**config.mk**
```make
export PLATFORM = sky130hd
export DESIGN_NAME = instruction_fetch_unit
export DESIGN_NICKNAME = d
export VERILOG_FILES = /design/src/rtl/instruction_fetch_unit_pkg.sv /design/src/rtl/instruction_fetch_unit_fetch_hold_buffer.sv /design/src/rtl/instruction_fetch_unit.sv
export SDC_FILE = /design/constraint.sdc
export NUM_CORES = 1
export LEC_CHECK = 0
export ABC_AREA = 0
export CAP_MARGIN = 25
export CORE_MARGIN = 4
export CORE_UTILIZATION = 45
export DETAILED_ROUTE_END_ITERATION = 10
export GPL_ROUTABILITY_DRIVEN = 0
export PLACE_DENSITY = 0.75
export SLEW_MARGIN = 25
export SYNTH_ARGS = -nofsm -noshare
export SYNTH_HDL_FRONTEND = slang
export SYNTH_SLANG_ARGS = --single-unit
```
**constraint.sdc**
```tcl
create_clock -name CLOCK -period 3.5 [get_ports CLOCK]
set_clock_uncertainty 0.1 [all_clocks]
set_input_delay 0.525 -clock CLOCK [delete_from_list [all_inputs] [get_ports CLOCK]]
set_output_delay 0.525 -clock CLOCK [all_outputs]
set_load 0.05 [all_outputs]
```
**src/rtl/instruction_fetch_unit_pkg.sv**
```systemverilog
// Shared types and constants for the instruction fetch stage.
// Optional perf counters are enabled with IF_PERF_COUNTERS_EN.
package instruction_fetch_unit_pkg;

  typedef enum logic [1:0] {
    FETCH = 2'd0,
    WAIT  = 2'd1,
    HOLD  = 2'd2
  } if_state_t;

  localparam logic [31:0] NOP_WORD_DEF = 32'h0000_0000;
  localparam logic [31:0] RESET_PC_DEF = 32'h0000_0000;
  localparam logic [31:0] PC_INC       = 32'd4;
  localparam logic [31:0] WORD_MASK    = 32'hFFFF_FFFC;

  typedef struct packed {
    logic [31:0] instr;
    logic [31:0] pc4;
    logic        valid;
  } if_id_t;

  function automatic logic [31:0] pc_next(input logic [31:0] pc);
    return pc + PC_INC;
  endfunction

endpackage

```
**src/rtl/instruction_fetch_unit_fetch_hold_buffer.sv**
```systemverilog
// Parks one instruction word while decode is stalled.
// Clear wins over load so a redirect always drops the parked word.
module fetch_hold_buffer
  import instruction_fetch_unit_pkg::*;
(
  input  logic        CLOCK,
  input  logic        RESET,
  input  logic        load,
  input  logic        clear,
  input  logic [31:0] data_in,
  output logic [31:0] data_out,
  output logic        valid
);

  always_ff @(posedge CLOCK) begin
    if (RESET || clear) begin
      data_out <= NOP_WORD_DEF;
      valid    <= 1'b0;
    end else if (load) begin
      data_out <= data_in;
      valid    <= 1'b1;
    end
  end

endmodule

```
**src/rtl/instruction_fetch_unit.sv**
```systemverilog
// IF stage: owns the PC, one outstanding imem request, stall/redirect.
// Define IF_PERF_COUNTERS_EN to add FETCH_COUNT / BUBBLE_COUNT.
module instruction_fetch_unit
  import instruction_fetch_unit_pkg::*;
#(
  parameter logic [31:0] RESET_PC = RESET_PC_DEF,
  parameter logic [31:0] NOP_WORD = NOP_WORD_DEF
) (
  input  logic        CLOCK,
  input  logic        RESET,
  input  logic        STALL,
  input  logic        BRANCH_TAKEN,
  input  logic [31:0] BRANCH_TARGET,
  output logic        IMEM_REQ,
  output logic [31:0] IMEM_ADDR,
  input  logic [31:0] IMEM_DATA,
  input  logic        IMEM_VALID,
  output logic [31:0] Instruction_Out,
  output logic [31:0] PCPlus4_Out,
  output logic        VALID_Out
`ifdef IF_PERF_COUNTERS_EN
  ,
  output logic [31:0] FETCH_COUNT,
  output logic [31:0] BUBBLE_COUNT
`endif
);

  if_state_t   state, state_nxt;
  logic [31:0] pc, pc_inc;
  logic        discard;
  if_id_t      ifid_q;
  logic [31:0] hold_data, dlv_word;
  logic        hold_valid;
  logic        in_wait, in_hold;
  logic        rsp_live, dlv, cap, drop_buf;

  assign pc_inc   = pc_next(pc);
  assign in_wait  = (state == WAIT);
  assign in_hold  = (state == HOLD);
  assign rsp_live = in_wait & IMEM_VALID & ~discard;
  assign dlv      = ~BRANCH_TAKEN & ~STALL &
                    (rsp_live | (in_hold & hold_valid));
  assign cap      = ~BRANCH_TAKEN & STALL & rsp_live;
  assign drop_buf = BRANCH_TAKEN | (in_hold & ~STALL);
  assign dlv_word = in_hold ? hold_data : IMEM_DATA;

  fetch_hold_buffer u_hold (
    .CLOCK    (CLOCK),
    .RESET    (RESET),
    .load     (cap),
    .clear    (drop_buf),
    .data_in  (IMEM_DATA),
    .data_out (hold_data),
    .valid    (hold_valid)
  );

  always_ff @(posedge CLOCK) begin
    if (RESET) state <= FETCH;
    else       state <= state_nxt;
  end

  always_comb begin
    state_nxt = state;
    unique case (state)
      FETCH: state_nxt = BRANCH_TAKEN ? FETCH : WAIT;
      WAIT: begin
        if (IMEM_VALID) state_nxt = cap ? HOLD : FETCH;
      end
      HOLD: begin
        if (BRANCH_TAKEN || !STALL) state_nxt = FETCH;
      end
      default: state_nxt = FETCH;
    endcase
  end

  always_comb begin
    IMEM_REQ  = (state == FETCH);
    IMEM_ADDR = pc;
  end

  always_ff @(posedge CLOCK) begin
    if (RESET) begin
      pc           <= RESET_PC;
      discard      <= 1'b0;
      ifid_q.instr <= NOP_WORD;
      ifid_q.pc4   <= 32'h0;
      ifid_q.valid <= 1'b0;
    end else if (BRANCH_TAKEN) begin
      pc           <= BRANCH_TARGET & WORD_MASK;
      // response still in flight: swallow it when it lands
      discard      <= in_wait & ~IMEM_VALID;
      ifid_q.instr <= NOP_WORD;
      ifid_q.valid <= 1'b0;
    end else begin
      if (in_wait && IMEM_VALID) discard <= 1'b0;
      if (dlv) begin
        pc           <= pc_inc;
        ifid_q.instr <= dlv_word;
        ifid_q.pc4   <= pc_inc;
        ifid_q.valid <= 1'b1;
      end else if (!STALL) begin
        ifid_q.instr <= NOP_WORD;
        ifid_q.valid <= 1'b0;
      end
    end
  end

  assign Instruction_Out = ifid_q.instr;
  assign PCPlus4_Out     = ifid_q.pc4;
  assign VALID_Out       = ifid_q.valid;

`ifdef IF_PERF_COUNTERS_EN
  always_ff @(posedge CLOCK) begin
    if (RESET) begin
      FETCH_COUNT  <= 32'h0;
      BUBBLE_COUNT <= 32'h0;
    end else begin
      if (dlv)           FETCH_COUNT  <= FETCH_COUNT + 32'd1;
      if (!dlv && !STALL) BUBBLE_COUNT <= BUBBLE_COUNT + 32'd1;
    end
  end
`endif

endmodule

```
==> metrics.csv, run 1 <==
stage,metric,value,unit
yosys,Synth cell types,53,
yosys,"FF+latch count, synth",129,
sta,fmax,340.4,MHz
grt,first-pass GRT wire length,29460,um
worst_setup_path,CP Launch Type,flop,
clock_tree,CTS Root Cell,clkbuf_16,
placed_design,Post-DP HPWL,12380,um
sta,Worst-Margin Slew,0.9251,ns
yosys,mapped cell area,6133,um2
sta,normalized max-slew margin,37.92,%
pwr,worst vdd ir,0.2594,mV
pwr,PD cells,464.5,nW/um2
grt,grt ovf,0,
yosys,Synth Warn #,0,
floorplan,I/O pin cnt,167,
route,Routed wire per std cell,17.39,um
cells_and_area,ratio of cells with drive above 1 in the final layout,10.62,%
clock_tree,CTS sink count,129,
pwr,Leak Pwr,2.745,nW
yosys,sequential share of the synthesized area,42.11,%
yosys,Cells after Synth,732,
grt,maximum number of pins on one net before global-route repair,46,
floorplan,Core ar.,13300,um2
pwr,total power,0.003921,W
placed_design,DP Area,7820,um2
placed_design,PortBufs,160,
cells_and_area,nets,933,
worst_setup_path,CP Class,reg2reg,
clock_tree,hold-fix buffers at CTS,0,
route,metal3 WL,1634,um
floorplan,Die H,124.7,um
route,DR iter-0 viols,508,
route,vias per cell,5.722,
route,Total Wirelength,18300,um
yosys,"area leader, netlist",dfxtp_1,
worst_setup_path,Worst EP required,3.72,ns
floorplan,Die Area,15560,um2
sta,period utilisation layout,83.93,%
placed_design,DP Worst Slack,0.6257,ns
clock_tree,H-tree depth,4,
yosys,Post-synth EDFFs,0,
route,total vias in the final route,6020,
cells_and_area,Fillers,1113,
sta,Period minus WS final,2.938,ns
clock_tree,TritonCTS buffer count,17,
clock_tree,"Clk pin slew, worst setup/hold paths",0.06,ns
sta,Worst Slack Setup Final,0.5623,ns
yosys,Yosys top cell area share,42.11,%
yosys,Mean Syn Cell Area,8.379,um2
clock_tree,CTS tree,done,
grt,GRT Total Usage,23.02,%
route,met2 wire length,8510,um
sta,unrepaired setup endpoints after global routing,false,
route,DRT antenna net count,0,
route,highest routed layer,met4,
run_status,status,"complete, no violations",
clock_tree,# Post-CTS Setup Buffers,0,
route,drt pass-1 iters,5,
run,number of max-cap violations,0,
yosys,dominant synthesized flop cell,dfxtp_1,
yosys,"top cells by area, synth","dfxtp_1 (42%), mux2_2 (5.9%), nor2_1 (5.8%), nand2_1 (5.1%), a22oi_1 (4.2%)",
sta,"Hold Vio Cnt, Final",0,
floorplan,number of cell rows,42,
grt,antenna violations before repair,0,
worst_setup_path,CP endpoint kind,flop,
cells_and_area,diodes inserted,0,
cells_and_area,final instance area,8441,um2
sta,Max Slew Vio Count,0,
route,Metal-1 WL,7852,um
yosys,ys async rst share,0,%
sta,Setup TNS Final,0,ns
worst_hold_path,Hold Path Class,reg2reg,
floorplan,starting density of the core,46.13,%
grt,vias in the first global route,5826,
clock_tree,Max Root-Sink Buffers,2,
sta,setup violators final,0,
worst_setup_path,crit path DAT,3.16,ns
clock_tree,CTS resizes,0,
route,DRC,0,
floorplan,die width,124.7,um
cells_and_area,area grow syn2layout,37.62,%
clock_tree,Worst-Skew Late Latency,0.42,ns
worst_setup_path,crit path max fanout,9,
per-stage QoR:
stage          instances  hold WS (ns)  util (%)
2_1_floorplan        735        0.3338         -
3_3_place_gp        1020        0.3389     58.82
3_5_place_dp        1020        0.3468     58.82
4_1_cts             1052        0.3551     63.49
5_1_grt             1052        0.3738     63.49
6_report            1052        0.3551     63.49
worst max-delay path, stage by stage (launching register included):
cell and delay (ns):
dfxtp_1 0.50, ha_1 0.28, nand3_1 0.34, buf_4 0.30, a2111oi_4 0.53, or3b_2 0.50, a311oi_1 0.28
flip-flops by register name, indices dropped and copies added (netlist names):
signal / flops
discard: 1
Instruction_Out: 32
PCPlus4_Out: 30
u_hold.data_out: 32
u_hold.valid: 1
VALID_Out: 1
IMEM_ADDR: 30
state: 2
logic make-up after synthesis:
family / Yosys count / synth area share [%]
AOI/OAI and AO/OA: 174 / 19.99
adders and majority gates: 1 / 0.2040
xor gates and xnor gates: 19 / 2.713
buffers and inverters: 86 / 5.753
muxes: 32 / 5.875
and+or+nand+nor: 290 / 23.30
DFF: 129 / 42.11
other: 1 / 0.06114
layout make-up:
cell class                 instances  area [um2]  area share (%)
sequential                       129        2582           30.60
inverter                          17       63.81          0.7560
clock inverter                    14       181.4           2.149
multi-input combinational        520        3227           38.23
clock buffer                      18       439.2           5.203
timing repair buffer             178        1727           20.46
tap                              176       220.2           2.609
cell usage in the layout, fill, tap and decap left out, types with 18 or more instances in the layout:
cell type,instances
a211oi_1,28
a21oi_1,42
a22oi_1,34
a311oi_1,22
buf_4,18
clkdlybuf4s50_1,158
dfxtp_1,129
mux2_2,32
nand2_1,84
nor2_1,94
where the power goes:
| part | switching, W | internal (W) | leakage (nW) |
|---|---|---|---|
| sequential | 0.0000641 | 0.00151 | 1.05 |
| combinational | 0.000300 | 0.000204 | 1.41 |
| clock | 0.000695 | 0.00115 | 0.290 |
final timing paths:
check                           from            endpoint  slack [ns]  cells past startpoint
setup / recovery        IMEM_ADDR[2]       IMEM_ADDR[12]        0.56                      6
hold reg to reg   u_hold.data_out[7]  u_hold.data_out[7]        0.36                      2
setup reg to reg        IMEM_ADDR[2]       IMEM_ADDR[12]        0.56                      6
hold / removal    u_hold.data_out[7]  u_hold.data_out[7]        0.36                      2
per-layer routing:
metal	GRT usage [%]	vias to the layer above
met5	0	-
met4	7.479	0
met3	7.719	31
met2	37.40	275
met1	28.77	2795
li1	-	2919
synthesized netlist by cell type (all sizes together) (13+ instances only):
master    n
a22oi    34
a21oi    42
nand3    15
a311oi   22
a211oi   28
nor2     94
inv      17
xnor2    13
and4     13
buf      21
or3      13
clkbuf   48
nand4    16
mux2     32
dfxtp   129
nand2    84
o21ai    18
nor3     14
Power figures use the tool's default switching activity.
==> run 2: changes to the inputs <==
--- a/config.mk
+++ b/config.mk
@@ -8,10 +8,10 @@
 export ABC_AREA = 0
 export CAP_MARGIN = 25
 export CORE_MARGIN = 4
-export CORE_UTILIZATION = 45
+export CORE_UTILIZATION = 44
 export DETAILED_ROUTE_END_ITERATION = 10
 export GPL_ROUTABILITY_DRIVEN = 0
-export PLACE_DENSITY = 0.75
+export PLACE_DENSITY = 0.77
 export SLEW_MARGIN = 25
 export SYNTH_ARGS = -nofsm -noshare
 export SYNTH_HDL_FRONTEND = slang
==> constraint.sdc (replaced) <==
create_clock -name CLOCK -period 2.6 [get_ports CLOCK]
set_clock_uncertainty 0.1 [all_clocks]
set_input_delay 0.39 -clock CLOCK [delete_from_list [all_inputs] [get_ports CLOCK]]
set_output_delay 0.39 -clock CLOCK [all_outputs]
set_load 0.05 [all_outputs]
==> run 2 against run 1 <==
Clock power increased by 31%. Cell count increased by 1.8%. Critical path depth decreased by 2. Non-clock buffer count increased by 22. Routed wire length increased by 0.16%. Worst hold slack got worse by 0.077 ns. Largest cell class unchanged. Via count increased by 0.56%. First-iteration DRC count increased by 14%. Sequential share of layout area decreased by 0.65 points.
==> metrics.csv, run 2 (synthesis gave the netlist of run 1 again) <==
stage,metric,value,unit,change
worst_setup_path,Crit path max-delay family,simple AND/OR/NAND/NOR gates,,
worst_setup_path,CP Launch Type,flop,,
worst_setup_path,CP endpoint kind,flop,,
run_status,status,"complete, no violations",,
worst_hold_path,Hold Path Class,in2reg,,
floorplan,Die H,126.1,um,+1.1%
clock_tree,# Post-CTS Setup Buffers,0,,unchanged
grt,GRT Total Usage,22.76,%,-0.26 points
clock_tree,Max Root-Sink Buffers,2,,unchanged
worst_setup_path,Buf/Inv on CP,0,,-1
pwr,PD cells,606.7,nW/um2,+31%
cells_and_area,"commonest non-fill, non-tap cells in the layout","clkdlybuf4s50_1 (158), dfxtp_1 (127), nor2_1 (94)",,
route,total vias in the final route,6054,,+0.56%
pwr,Leak Pwr,2.875,nW,+4.7%
placed_design,DP Worst Slack,0.02663,ns,-0.5990 ns
sta,"Hold Vio Cnt, Final",0,,unchanged
cells_and_area,area of the multi-input gates,3227,um2,unchanged
floorplan,starting density of the core,45.59,%,-0.54 points
run,number of max-cap violations,0,,unchanged
worst_setup_path,crit path DAT,2.71,ns,-0.45 ns
cells_and_area,"commonest non-fill, non-tap cell in the layout",clkdlybuf4s50_1,,
worst_setup_path,CP max-delay cell,or4_1,,
sta,Period minus WS final,2.478,ns,-0.4598 ns
clock_tree,CTS tree,done,,
cells_and_area,final instance area,8631,um2,+2.3%
clock_tree,"Clk pin slew, worst setup/hold paths",0.05,ns,about the same
grt,antenna violations before repair,0,,unchanged
floorplan,I/O pin cnt,167,,unchanged
worst_setup_path,CP peak stage delay,0.80,ns,+0.27 ns
placed_design,PortBufs,160,,unchanged
grt,grt ovf,0,,unchanged
route,DR iter-0 viols,580,,+14%
cells_and_area,Fillers,1166,,+4.8%
clock_tree,Worst-Skew Late Latency,0.42,ns,about the same
cells_and_area,FF+latch area,2585,um2,about the same
sta,Worst-Margin Slew,0.5767,ns,-0.3484 ns
route,drt pass-1 iters,5,,unchanged
sta,unrepaired setup endpoints after global routing,false,,
route,Routed wire per std cell,17.11,um,-1.6%
cells_and_area,ratio of cells with drive above 1 in the final layout,12.51,%,+1.9 points
route,Total Wirelength,18330,um,+0.16%
sta,Max Slew Vio Count,0,,unchanged
clock_tree,CTS Root Cell,clkbuf_16,,
grt,vias in the first global route,5837,,+0.19%
clock_tree,TritonCTS buffer count,17,,unchanged
cells_and_area,diodes inserted,0,,unchanged
cells_and_area,Final Util,64.16,%,+0.67 points
pwr,worst vdd ir,0.4088,mV,+58%
sta,fmax,403.6,MHz,+19%
sta,normalized max-slew margin,61.43,%,+24 points
clock_tree,H-tree depth,4,,unchanged
sta,Setup TNS Final,0,ns,unchanged
route,vias per cell,5.653,,-1.2%
worst_setup_path,CP cell instances,nand4_1 -> or4_1 -> or3_1 -> a311oi_1,,
cells_and_area,area grow syn2layout,40.72,%,
clock_tree,hold-fix buffers at CTS,0,,unchanged
grt,maximum number of pins on one net before global-route repair,40,,-13%
floorplan,number of cell rows,42,,unchanged
cells_and_area,nets,955,,+2.4%
route,DRT antenna net count,0,,unchanged
sta,Worst Slack Setup Final,0.1222,ns,-0.4402 ns
worst_setup_path,crit path max fanout,9,,unchanged
floorplan,Die Area,15890,um2,+2.1%
placed_design,Post-DP HPWL,12370,um,about the same
grt,first-pass GRT wire length,29590,um,+0.42%
clock_tree,CTS sink count,129,,unchanged
route,DRC,0,,unchanged
floorplan,die width,126.1,um,+1.1%
sta,period utilisation layout,95.30,%,+11 points
sta,setup violators final,0,,unchanged
worst_setup_path,Worst EP required,2.83,ns,-0.89 ns
worst_setup_path,CP Class,reg2reg,,
floorplan,Core ar.,13450,um2,+1.2%
clock_tree,CTS resizes,0,,unchanged
placed_design,DP Area,8038,um2,+2.8%
==> run 2: worst register-to-register path, stage by stage (launching register included) <==
cell,delay [ns]
dfxtp_1,0.48
nand4_1,0.33
or4_1,0.81
or3_1,0.42
a311oi_1,0.26
==> run 2: layout make-up <==
class / instances / area share [%]
Clock inverter: 6 / 1.218
Sequential cell: 129 / 29.95
Inverter: 17 / 0.7393
Timing Repair Buffer: 200 / 22.50
Clock buffer: 23 / 5.654
Multi-Input combinational cell: 520 / 37.39
Tap cell: 176 / 2.551
==> run 2: worst paths after layout <==
kind	startpoint	end	slack (ns)	depth (start not counted)
setup / recovery	IMEM_ADDR[11]	PCPlus4_Out[24]	0.12	4
hold / removal	RESET	PCPlus4_Out[3]	0.28	2
setup reg to reg	IMEM_ADDR[11]	PCPlus4_Out[24]	0.12	4
hold reg to reg	u_hold.data_out[8]	u_hold.data_out[8]	0.35	2
==> run 2: power by group <==
group          switching [W]  total, W  internal, W
combinational       0.000419  0.000715     0.000295
clock               0.000827   0.00241      0.00159
sequential         0.0000743   0.00211      0.00203
==> run 2: stage by stage <==
step | total power [W] | hold WS [ns] | std cells
2_1_floorplan | 0.002556 | 0.3338 | 735
3_3_place_gp | 0.002850 | 0.3394 | 1042
3_5_place_dp | 0.002856 | 0.3454 | 1042
4_1_cts | 0.005268 | 0.2578 | 1071
5_1_grt | 0.005406 | 0.3002 | 1071
6_report | 0.005236 | 0.2786 | 1071
==> run 2: layer usage <==
layer | share of wire (%) | track usage (%) | up-vias
met4 | 1.3 | 6.877 | 0
met1 | 41 | 27.97 | 2822
met3 | 9.4 | 8.425 | 25
met2 | 48 | 37.34 | 241
li1 | - | - | 2966
met5 | 0 | 0 | -
==> run 3: changes to the inputs <==
--- a/config.mk
+++ b/config.mk
@@ -8,10 +8,10 @@
 export ABC_AREA = 0
 export CAP_MARGIN = 25
 export CORE_MARGIN = 4
-export CORE_UTILIZATION = 44
+export CORE_UTILIZATION = 45
 export DETAILED_ROUTE_END_ITERATION = 10
+export DONT_BUFFER_PORTS = 1
 export GPL_ROUTABILITY_DRIVEN = 0
-export PLACE_DENSITY = 0.77
 export SLEW_MARGIN = 25
 export SYNTH_ARGS = -nofsm -noshare
 export SYNTH_HDL_FRONTEND = slang
==> run 3 against run 2 <==
Critical path depth is the same. Register-to-register slack better by 0.12 ns. Highest routed layer unchanged. Worst setup slack gained 0.12 ns. Global-route usage increased by 0.055 points. Critical endpoint is now IMEM_ADDR[21]. Clock-buffer cell count is 6 lower. Cell count decreased by 10%.
==> metrics.csv, run 3 (synthesis gave the netlist of run 1 again) <==
stage,metric,value,unit,change
run_status,status,"complete, no violations",,
route,vias per cell,5.983,,+5.9%
cells_and_area,diodes inserted,0,,unchanged
sta,normalized max-slew margin,47.42,%,-14 points
floorplan,Core ar.,13300,um2,-1.2%
sta,Worst Slack Setup Final,0.2394,ns,+0.1172 ns
sta,Period minus WS final,2.361,ns,-0.1172 ns
floorplan,starting density of the core,46.13,%,+0.54 points
placed_design,Post-DP HPWL,11740,um,-5.1%
cells_and_area,Non-Filler Instances,963,,-10%
route,DRT antenna net count,0,,unchanged
route,DRC,0,,unchanged
grt,vias in the first global route,5675,,-2.8%
cells_and_area,area grow syn2layout,22.56,%,
sta,period utilisation layout,90.79,%,-4.5 points
cells_and_area,nets,844,,-12%
cells_and_area,area of the multi-input gates,3232,um2,+0.16%
grt,M3 GR Usage,7.890,%,-0.53 points
placed_design,Placed Cells,897,,-14%
placed_design,DP Worst Slack,0.2714,ns,+0.2447 ns
pwr,worst vdd ir,0.3840,mV,-6.1%
worst_setup_path,CP Class,reg2reg,,
placed_design,DP Area,6550,um2,-19%
grt,GRT Total Usage,22.81,%,+0.055 points
cells_and_area,FF+latch area,2585,um2,unchanged
run,number of max-cap violations,0,,unchanged
worst_setup_path,crit path DAT,2.59,ns,-0.12 ns
sta,"Hold Vio Cnt, Final",0,,unchanged
clock_tree,Max Root-Sink Buffers,2,,unchanged
sta,unrepaired setup endpoints after global routing,false,,
worst_setup_path,crit path max fanout,10,,+1
clock_tree,CTS tree,done,,
clock_tree,"Clk pin slew, worst setup/hold paths",0.06,ns,about the same
floorplan,Die Area,15560,um2,-2.1%
floorplan,Die H,124.7,um,-1.0%
sta,Worst-Margin Slew,0.7887,ns,+0.2120 ns
grt,Most Crowded Layer GR,met2,,
placed_design,PortBufs,0,,-100%
grt,first-pass GRT wire length,29160,um,-1.4%
floorplan,I/O pin cnt,167,,unchanged
clock_tree,TritonCTS buffer count,17,,unchanged
sta,Setup TNS Final,0,ns,unchanged
cells_and_area,"commonest non-fill, non-tap cells in the layout","dfxtp_1 (127), nor2_1 (94), nand2_1 (84)",,
cells_and_area,"commonest non-fill, non-tap cell in the layout",dfxtp_1,,
sta,setup violators final,0,,unchanged
worst_setup_path,CP Launch Type,flop,,
sta,Max Slew Vio Count,0,,unchanged
route,total vias in the final route,5762,,-4.8%
pwr,Leak Pwr,2.519,nW,-12%
route,drt pass-1 iters,5,,unchanged
pwr,PD cells,688.7,nW/um2,+14%
clock_tree,CTS sink count,129,,unchanged
cells_and_area,Final Util,56.54,%,-7.6 points
worst_hold_path,Hold Path Class,in2reg,,
sta,fmax,423.6,MHz,+5.0%
clock_tree,# Post-CTS Setup Buffers,0,,unchanged
route,DR iter-0 viols,379,,-35%
grt,antenna violations before repair,0,,unchanged
cells_and_area,Fillers,1199,,+2.8%
worst_setup_path,Worst EP required,2.83,ns,about the same
clock_tree,H-tree depth,4,,unchanged
route,Total Wirelength,18010,um,-1.7%
grt,grt ovf,0,,unchanged
grt,met1 usage,27.02,%,-0.95 points
clock_tree,CTS Root Cell,clkbuf_16,,
clock_tree,Worst-Skew Late Latency,0.41,ns,about the same
route,Routed wire per std cell,18.70,um,+9.3%
floorplan,number of cell rows,42,,unchanged
worst_setup_path,CP endpoint kind,flop,,
grt,M2 GR Usage,37.95,%,+0.61 points
cells_and_area,ratio of cells with drive above 1 in the final layout,16.77,%,+4.3 points
floorplan,die width,124.7,um,-1.0%
cells_and_area,final instance area,7517,um2,-13%
grt,maximum number of pins on one net before global-route repair,55,,+38%
==> run 3: changes by cell type in the layout (fill, tap and decap cells not counted), moves of 2 or more <==
cell             change
clkdlybuf4s50_1    -158
dlygate4sd3_1       +33
buf_4               +16
inv_6                +9
clkbuf_8             -4
buf_2                -2
clkbuf_1             -2
clkinv_2             -2
==> run 3: report_power, final <==
part / total (W) / internal (W) / switching (W) / leakage (nW)
clock: 0.00250 / 0.00154 / 0.000967 / 0.301
combinational: 0.000532 / 0.000193 / 0.000340 / 1.17
sequential: 0.00214 / 0.00203 / 0.000109 / 1.05
==> run 3: layout make-up <==
type	count	area share, %
tap	176	2.929
sequential	129	34.39
timing repair buffer	89	10.65
clock inverter	15	2.530
inverter	17	0.8489
clock buffer	17	5.659
multi-input combinational	520	42.99
==> run 3: worst max-delay path, stage by stage, from the launching register on <==
cell	delay, ns
dfxtp_1	0.45
nand4_1	0.18
or4_1	0.76
or4_1	0.53
a311oi_1	0.24
==> run 3: timing repair <==
action,CTS,global route
endpoints found under the hold margin,85,0
resized for setup,0,1
setup endpoints to repair,0,1
hold buffers,34,0
==> run 3: stage by stage <==
stage | power (W) | hold WS, ns
floorplan | 0.002556 | 0.3338
global placement | 0.002648 | 0.3394
detailed placement | 0.002657 | 0.3470
CTS | 0.005229 | 0.002728
global route | 0.005358 | 0.02070
finish | 0.005177 | 0.02535
==> run 3: path summary, 6_finish.rpt <==
kind,start,cells after the start,end,slack [ns]
setup / recovery,IMEM_ADDR[9],4,IMEM_ADDR[21],0.24
hold / removal,IMEM_DATA[27],2,u_hold.data_out[27],0.03
setup reg to reg,IMEM_ADDR[9],4,IMEM_ADDR[21],0.24
hold reg to reg,u_hold.data_out[2],2,u_hold.data_out[2],0.35
==> run 3: per-layer routing <==
layer	wire length (um)	share of wire [%]	up-vias
met1	7481	42	2739
met2	8513	47	245
met5	0	0	-
li1	-	-	2748
met3	1641	9.1	30
met4	376	2.1	0
